<file path="config.mk">
export PLATFORM = sky130hd
export DESIGN_NAME = fano_sync_search
export DESIGN_NICKNAME = d
export VERILOG_FILES = /design/src/rtl/fano_pkg.sv /design/src/rtl/fano_sync_search.sv
export SDC_FILE = /design/constraint.sdc
export NUM_CORES = 1
export LEC_CHECK = 0
export BUFFER_PORTS_ARGS = -buffer_cell sky130_fd_sc_hd__buf_2
export CAP_MARGIN = 10
export CORE_ASPECT_RATIO = 0.9
export CORE_MARGIN = 2
export CORE_UTILIZATION = 40
export DETAILED_ROUTE_END_ITERATION = 6
export PLACE_DENSITY = 0.57
export SLEW_MARGIN = 20
export SYNTH_ARGS = -nofsm -noshare
export SYNTH_HDL_FRONTEND = slang
export SYNTH_SLANG_ARGS = --single-unit
export TNS_END_PERCENT = 5
</file>
<file path="constraint.sdc">
create_clock -name clk -period 11.14 [get_ports clk]
set_clock_uncertainty 0.05 [all_clocks]
set_input_delay 1.114 -clock clk [delete_from_list [all_inputs] [get_ports clk]]
set_output_delay 1.114 -clock clk [all_outputs]
set_load 0.05 [all_outputs]
</file>
<file path="src/rtl/fano_pkg.sv">
// Shared types and helpers for the Fano decoder sync-search controller.
package fano_pkg;

  localparam int unsigned N_CODE_RATES = 4;

  typedef enum logic [1:0] {
    IDLE   = 2'd0,
    RST    = 2'd1,
    DWELL  = 2'd2,
    LOCKED = 2'd3
  } search_state_t;

  // Lowest set bit of mask; 0 when the mask is empty.
  function automatic logic [1:0] lowest_set_bit(input logic [N_CODE_RATES-1:0] mask);
    logic [1:0] r;
    r = 2'd0;
    for (int i = N_CODE_RATES - 1; i >= 0; i--) begin
      if (mask[i]) r = 2'(i);
    end
    return r;
  endfunction

  // Next set bit strictly above cur, wrapping to the lowest set bit.
  function automatic logic [1:0] next_set_bit(input logic [N_CODE_RATES-1:0] mask,
                                              input logic [1:0]              cur);
    logic [1:0] r;
    r = lowest_set_bit(mask);
    for (int i = N_CODE_RATES - 1; i >= 0; i--) begin
      if (mask[i] && (i > int'(cur))) r = 2'(i);
    end
    return r;
  endfunction

endpackage

</file>
<file path="src/rtl/fano_sync_search.sv">
// Per-channel acquisition controller: steps a fano_decoder through
// (code_rate, llr_order) hypotheses until it reports sync, then holds.
// Optional macro FANO_SEARCH_STICKY_EN: on loss of lock, retry the same
// hypothesis instead of restarting the search from the first one.
module fano_sync_search
  import fano_pkg::*;
#(
  parameter int unsigned DWELL_WIDTH = 24,
  parameter int unsigned RST_CYCLES  = 4,
  parameter int unsigned CNT_WIDTH   = 16
) (
  input  logic                   clk,
  input  logic                   reset,
  input  logic                   i_enable,
  input  logic [3:0]             i_rate_mask,
  input  logic [2:0]             i_order_max,
  input  logic [DWELL_WIDTH-1:0] i_dwell,
  input  logic [DWELL_WIDTH-1:0] i_loss_syms,
  input  logic                   i_vld,
  input  logic                   i_is_sync,
  output logic                   o_dec_reset,
  output logic [1:0]             o_code_rate,
  output logic [2:0]             o_llr_order,
  output logic                   o_locked,
  output logic [1:0]             o_state,
  output logic [CNT_WIDTH-1:0]   o_search_cnt
);

  localparam int unsigned RST_CNT_W = (RST_CYCLES > 1) ? $clog2(RST_CYCLES) : 1;

  search_state_t            state;
  logic [RST_CNT_W-1:0]     rst_cnt;
  logic [DWELL_WIDTH-1:0]   dwell_cnt;
  logic [DWELL_WIDTH-1:0]   loss_cnt;

  logic [N_CODE_RATES-1:0]  eff_mask;
  logic [1:0]               first_rate;
  logic [1:0]               adv_rate;
  logic [2:0]               adv_order;
  logic [DWELL_WIDTH-1:0]   dwell_eff;
  logic [DWELL_WIDTH-1:0]   loss_eff;
  logic [DWELL_WIDTH:0]     dwell_inc;
  logic [DWELL_WIDTH:0]     loss_inc;
  logic                     dwell_done;
  logic                     loss_hit;
  logic [CNT_WIDTH-1:0]     cnt_inc;

  assign o_state = state;

  // Next hypothesis: order is the inner loop, rate steps through the mask with wrap.
  always_comb begin
    eff_mask   = (i_rate_mask == '0) ? N_CODE_RATES'(1) : i_rate_mask;
    first_rate = lowest_set_bit(eff_mask);
    adv_rate   = o_code_rate;
    adv_order  = o_llr_order;
    if (eff_mask[o_code_rate] && (o_llr_order < i_order_max)) begin
      adv_order = o_llr_order + 3'd1;
    end else begin
      adv_order = 3'd0;
      adv_rate  = next_set_bit(eff_mask, o_code_rate);
    end
  end

  // Dwell/loss terminal counts (zero thresholds act as one) and saturating attempt count.
  always_comb begin
    dwell_eff  = (i_dwell == '0) ? DWELL_WIDTH'(1) : i_dwell;
    loss_eff   = (i_loss_syms == '0) ? DWELL_WIDTH'(1) : i_loss_syms;
    dwell_inc  = {1'b0, dwell_cnt} + (DWELL_WIDTH+1)'(1);
    loss_inc   = {1'b0, loss_cnt} + (DWELL_WIDTH+1)'(1);
    dwell_done = i_vld && (dwell_inc >= {1'b0, dwell_eff});
    loss_hit   = i_vld && !i_is_sync && (loss_inc >= {1'b0, loss_eff});
    cnt_inc    = (o_search_cnt == '1) ? o_search_cnt : o_search_cnt + CNT_WIDTH'(1);
  end

  // Search FSM with registered outputs; enable fall pre-empts every transition.
  always_ff @(posedge clk) begin
    if (reset) begin
      state        <= IDLE;
      o_dec_reset  <= 1'b0;
      o_code_rate  <= lowest_set_bit(i_rate_mask);
      o_llr_order  <= 3'd0;
      o_locked     <= 1'b0;
      o_search_cnt <= '0;
      rst_cnt      <= '0;
      dwell_cnt    <= '0;
      loss_cnt     <= '0;
    end else if (!i_enable) begin
      state       <= IDLE;
      o_dec_reset <= 1'b0;
      o_locked    <= 1'b0;
    end else begin
      case (state)
        IDLE: begin
          state        <= RST;
          o_dec_reset  <= 1'b1;
          rst_cnt      <= '0;
          o_search_cnt <= '0;
          o_code_rate  <= first_rate;
          o_llr_order  <= 3'd0;
        end
        RST: begin
          if (rst_cnt == RST_CNT_W'(RST_CYCLES - 1)) begin
            state       <= DWELL;
            o_dec_reset <= 1'b0;
            dwell_cnt   <= '0;
          end else begin
            rst_cnt <= rst_cnt + RST_CNT_W'(1);
          end
        end
        DWELL: begin
          if (dwell_done) begin
            if (i_is_sync) begin
              state    <= LOCKED;
              o_locked <= 1'b1;
              loss_cnt <= '0;
            end else begin
              state        <= RST;
              o_dec_reset  <= 1'b1;
              rst_cnt      <= '0;
              o_code_rate  <= adv_rate;
              o_llr_order  <= adv_order;
              o_search_cnt <= cnt_inc;
            end
          end else if (i_vld) begin
            dwell_cnt <= dwell_inc[DWELL_WIDTH-1:0];
          end
        end
        LOCKED: begin
          if (loss_hit) begin
            state       <= RST;
            o_locked    <= 1'b0;
            o_dec_reset <= 1'b1;
            rst_cnt     <= '0;
`ifndef FANO_SEARCH_STICKY_EN
            o_code_rate  <= first_rate;
            o_llr_order  <= 3'd0;
            o_search_cnt <= '0;
`endif
          end else if (i_vld) begin
            loss_cnt <= i_is_sync ? '0 : loss_inc[DWELL_WIDTH-1:0];
          end
        end
        default: state <= IDLE;
      endcase
    end
  end

endmodule

</file>
==> out/metrics.cfg <==
[power_and_ir_drop]
clock_power_share_pct=48.7
power_density_nw_per_um2=99.1
combPwrFrac_pct=9.8
leakage_nw=2.98
p_seq_share_pct=41.5
p_sw_mw=0.156
intPower_mw=0.502
p_sw_share_pct=23.7
ir_worst_vdd_mv=0.0765

[placed_design]
gp_congestion=0.826
dpl.hpwl_um=11800
place_area_um2=6320
port_buffers=84

[worst_setup_path]
critPathLaunchType=flip-flop
max_stage_delay_ps=660
arrival_ps=5680
crit_path_max_fanout=18
crit_required_ps=11320
crit_path_end_kind=flip-flop
crit_type=flip-flop to flip-flop
path_cells=ha_1 > nand3_2 > or4_1 > nor2_1 > nand3_1 > nor2_1 > xor2_1 > ha_1 > nand3_1 > nor3_1 > a211o_1 > or4_4 > o211a_1 > nand3_1 > clkinv_1 > a22o_1
crit_path_top_delay_cell=or4_1
timing.critical_path.mode_cell=nand3_1

[cts]
cts_resized=0
clock-root-buffer=clkbuf_16
h-tree-depth=3
cts_buffers=9
clk_path_buf_depth=2
clock_sinks=75
cts_tree=built
cts_setup_buffers=0
clkLatencyLatePin_ps=340
path_clk_slew_ps=60
hold_buffers=0

[sta]
finalWorstPathRequiredPeriod_ps=5500
slew_headroom_pct=46.4
slew_viol_final=0
max_slew.worst_pin.slew_ps=804
fin_tns_setup_ps=0
hold_violations=0
grt_setup_unrepaired=false
fin_crit_sh_pct=49.4
fmax_mhz=182
setup_violations=0

[logic_synthesis]
synthArstFlopShare_pct=0
synth_top_family_by_area=simple AND/OR/NAND/NOR gates
yosys.area_share.simple_pct=25.1
synth_edf_count=2
synthAdderAreaFrac_pct=13.1
yosys_warnings=0
synthesis.nets=847
syn_area_per_cell_um2=7.90
yosysSeqAreaShare_pct=26.5
synthFlopType=dfxtp_1
synth-compound-area-share_pct=21.7
synth_xor_xnor_area_share_pct=6.10
syn_inst=727
synth_top_cell_by_area=dfxtp_1
ys_seq_elements=75
synth.area.top_cells=dfxtp_1, ha_1, inv_1
synth_top_area_share_pct=25.5
synth_area_um2=5740
synthMuxAreaShare_pct=0.741
synth_cell_types=71

[floorplanning]
pin_count=85
start_util_pct=41.0
die_w_um=130
die_area_um2=15300
rows=41
die_h_um=118
core-area_um2=14000

[final_layout]
fill_cells=1397
drive_gt1_share_pct=16.2
final_area_um2=6640
areaGrowthSynthToFinish_pct=15.7
diodes=0
nets=919

[routing]
drt_first_pass_iters=5
drt_iter0_drc=479
drc=0
antenna_left=0
dr_total_vias=5646
wl_um=15600
wire_per_inst_um=15.7
via_per_inst=5.66

[global_routing]
track_usage_pct=20.7
met2_usage_pct=31.0
grt.overflow.total=0
grt_antenna_before_repair=0
grt.busiest_layer=met2
grt_max_degree=40
grt_pass1_wl_um=25800
grt_pass1_vias=5344
met1_usage_pct=30.8
grtUsageMet3_pct=3.55

[hold_path]
holdCritPathClass=flip-flop to flip-flop

[flow_run]
maxCapViolations=0

[outcome]
status=finished clean

## cells by family after synthesis
kind of cell | after synthesis
xor gates and xnor gates | 40
AOI/OAI and AO/OA | 178
buffers and inverters | 101
adders and majority gates | 60
and+or+nand+nor | 270
muxes | 3
DFF | 75
## Yosys cell counts, drive strengths merged (6+ instances only)
library cell  instances
dfxtp                73
inv                  73
nand2                71
ha                   60
a21oi                44
nand3                41
nor2                 33
o21ai                26
nand4                22
a22o                 21
xnor2                21
nor4                 20
xor2                 19
nor3                 18
clkbuf               16
nand2b               16
a21o                 12
buf                  10
o22ai                10
a31o                  9
and3                  8
nor3b                 8
and4                  7
or3                   7
o31ai                 6
o41ai                 6
or2                   6
## power groups by stage
stage / clock network [mW] / registers (mW) / logic, mW
floorplan: 0 / 0.284 / 0.0338
global placement: 0 / 0.279 / 0.0615
detailed placement: 0 / 0.279 / 0.0635
CTS: 0.327 / 0.273 / 0.0638
global route: 0.338 / 0.274 / 0.0724
finish: 0.320 / 0.273 / 0.0644
## worst paths after layout
kind                                   start           end  slack, ps  cells past startpoint
worst max-delay path            dwell_cnt[0]  loss_cnt[20]       5640                     16
worst min-delay path              rst_cnt[1]    rst_cnt[1]        440                      2
worst max register to register  dwell_cnt[0]  loss_cnt[20]       5640                     16
worst min register to register    rst_cnt[1]    rst_cnt[1]        440                      2
## stage by stage
step                      std cells  hold WS, ps  worst slack, ps  power [mW]  util (%)
after floorplan                 727          398             6510       0.317         -
after global placement          981          411             5900       0.341      45.1
after detailed placement        981          416             5690       0.343      45.1
after CTS                       997          435             5680       0.664      47.4
after global routing            997          462             5160       0.684      47.4
final                           997          436             5640       0.658      47.4
## layout by cell type, fill, tap and decap left out, drive strengths merged, types with 5 or more instances in the layout
master and instances:
buf 87, inv 73, dfxtp 73, nand2 71, ha 60, a21oi 44
nand3 41, nor2 33, o21ai 26, nand4 22, xnor2 21, a22o 21
nor4 20, xor2 19, nor3 18, nand2b 16, a21o 12, clkbuf 11
o22ai 10, a31o 9, nor3b 8, and3 8, and4 7, or3 7
or2 6, o41ai 6, o31ai 6, a211oi 5, o211ai 5, clkinv 5
## flip-flops by register name, indices dropped and copies added, names as in the netlist
| signal | count |
|---|---|
| dwell_cnt | 24 |
| o_llr_order | 3 |
| rst_cnt | 2 |
| o_code_rate | 2 |
| o_dec_reset | 1 |
| loss_cnt | 24 |
| o_state | 2 |
| o_search_cnt | 16 |
| o_locked | 1 |
## critical path: cells and delay by family (launching register included)
kind	cells	cell delay [ps]
flops	1	430
buf+inv	1	560
simple gates	9	2690
compound gates	3	880
xor+xnor	1	210
fa+ha+maj	2	540
## layer usage
metal	routed length, µm	vias up
met5	0	-
li1	-	2826
met3	791	14
met1	8010	2657
met2	6680	149
met4	146	0
## layout make-up
cell class | instances | area (µm²) | area share (%)
inverter | 75 | 282 | 4.24
tap | 193 | 241 | 3.63
multi-input combinational | 551 | 3830 | 57.6
clock buffer | 11 | 253 | 3.80
clock inverter | 5 | 75.1 | 1.13
sequential | 75 | 1520 | 22.9
timing repair buffer | 87 | 443 | 6.67
No activity file was read; power rests on OpenSTA's default activity.
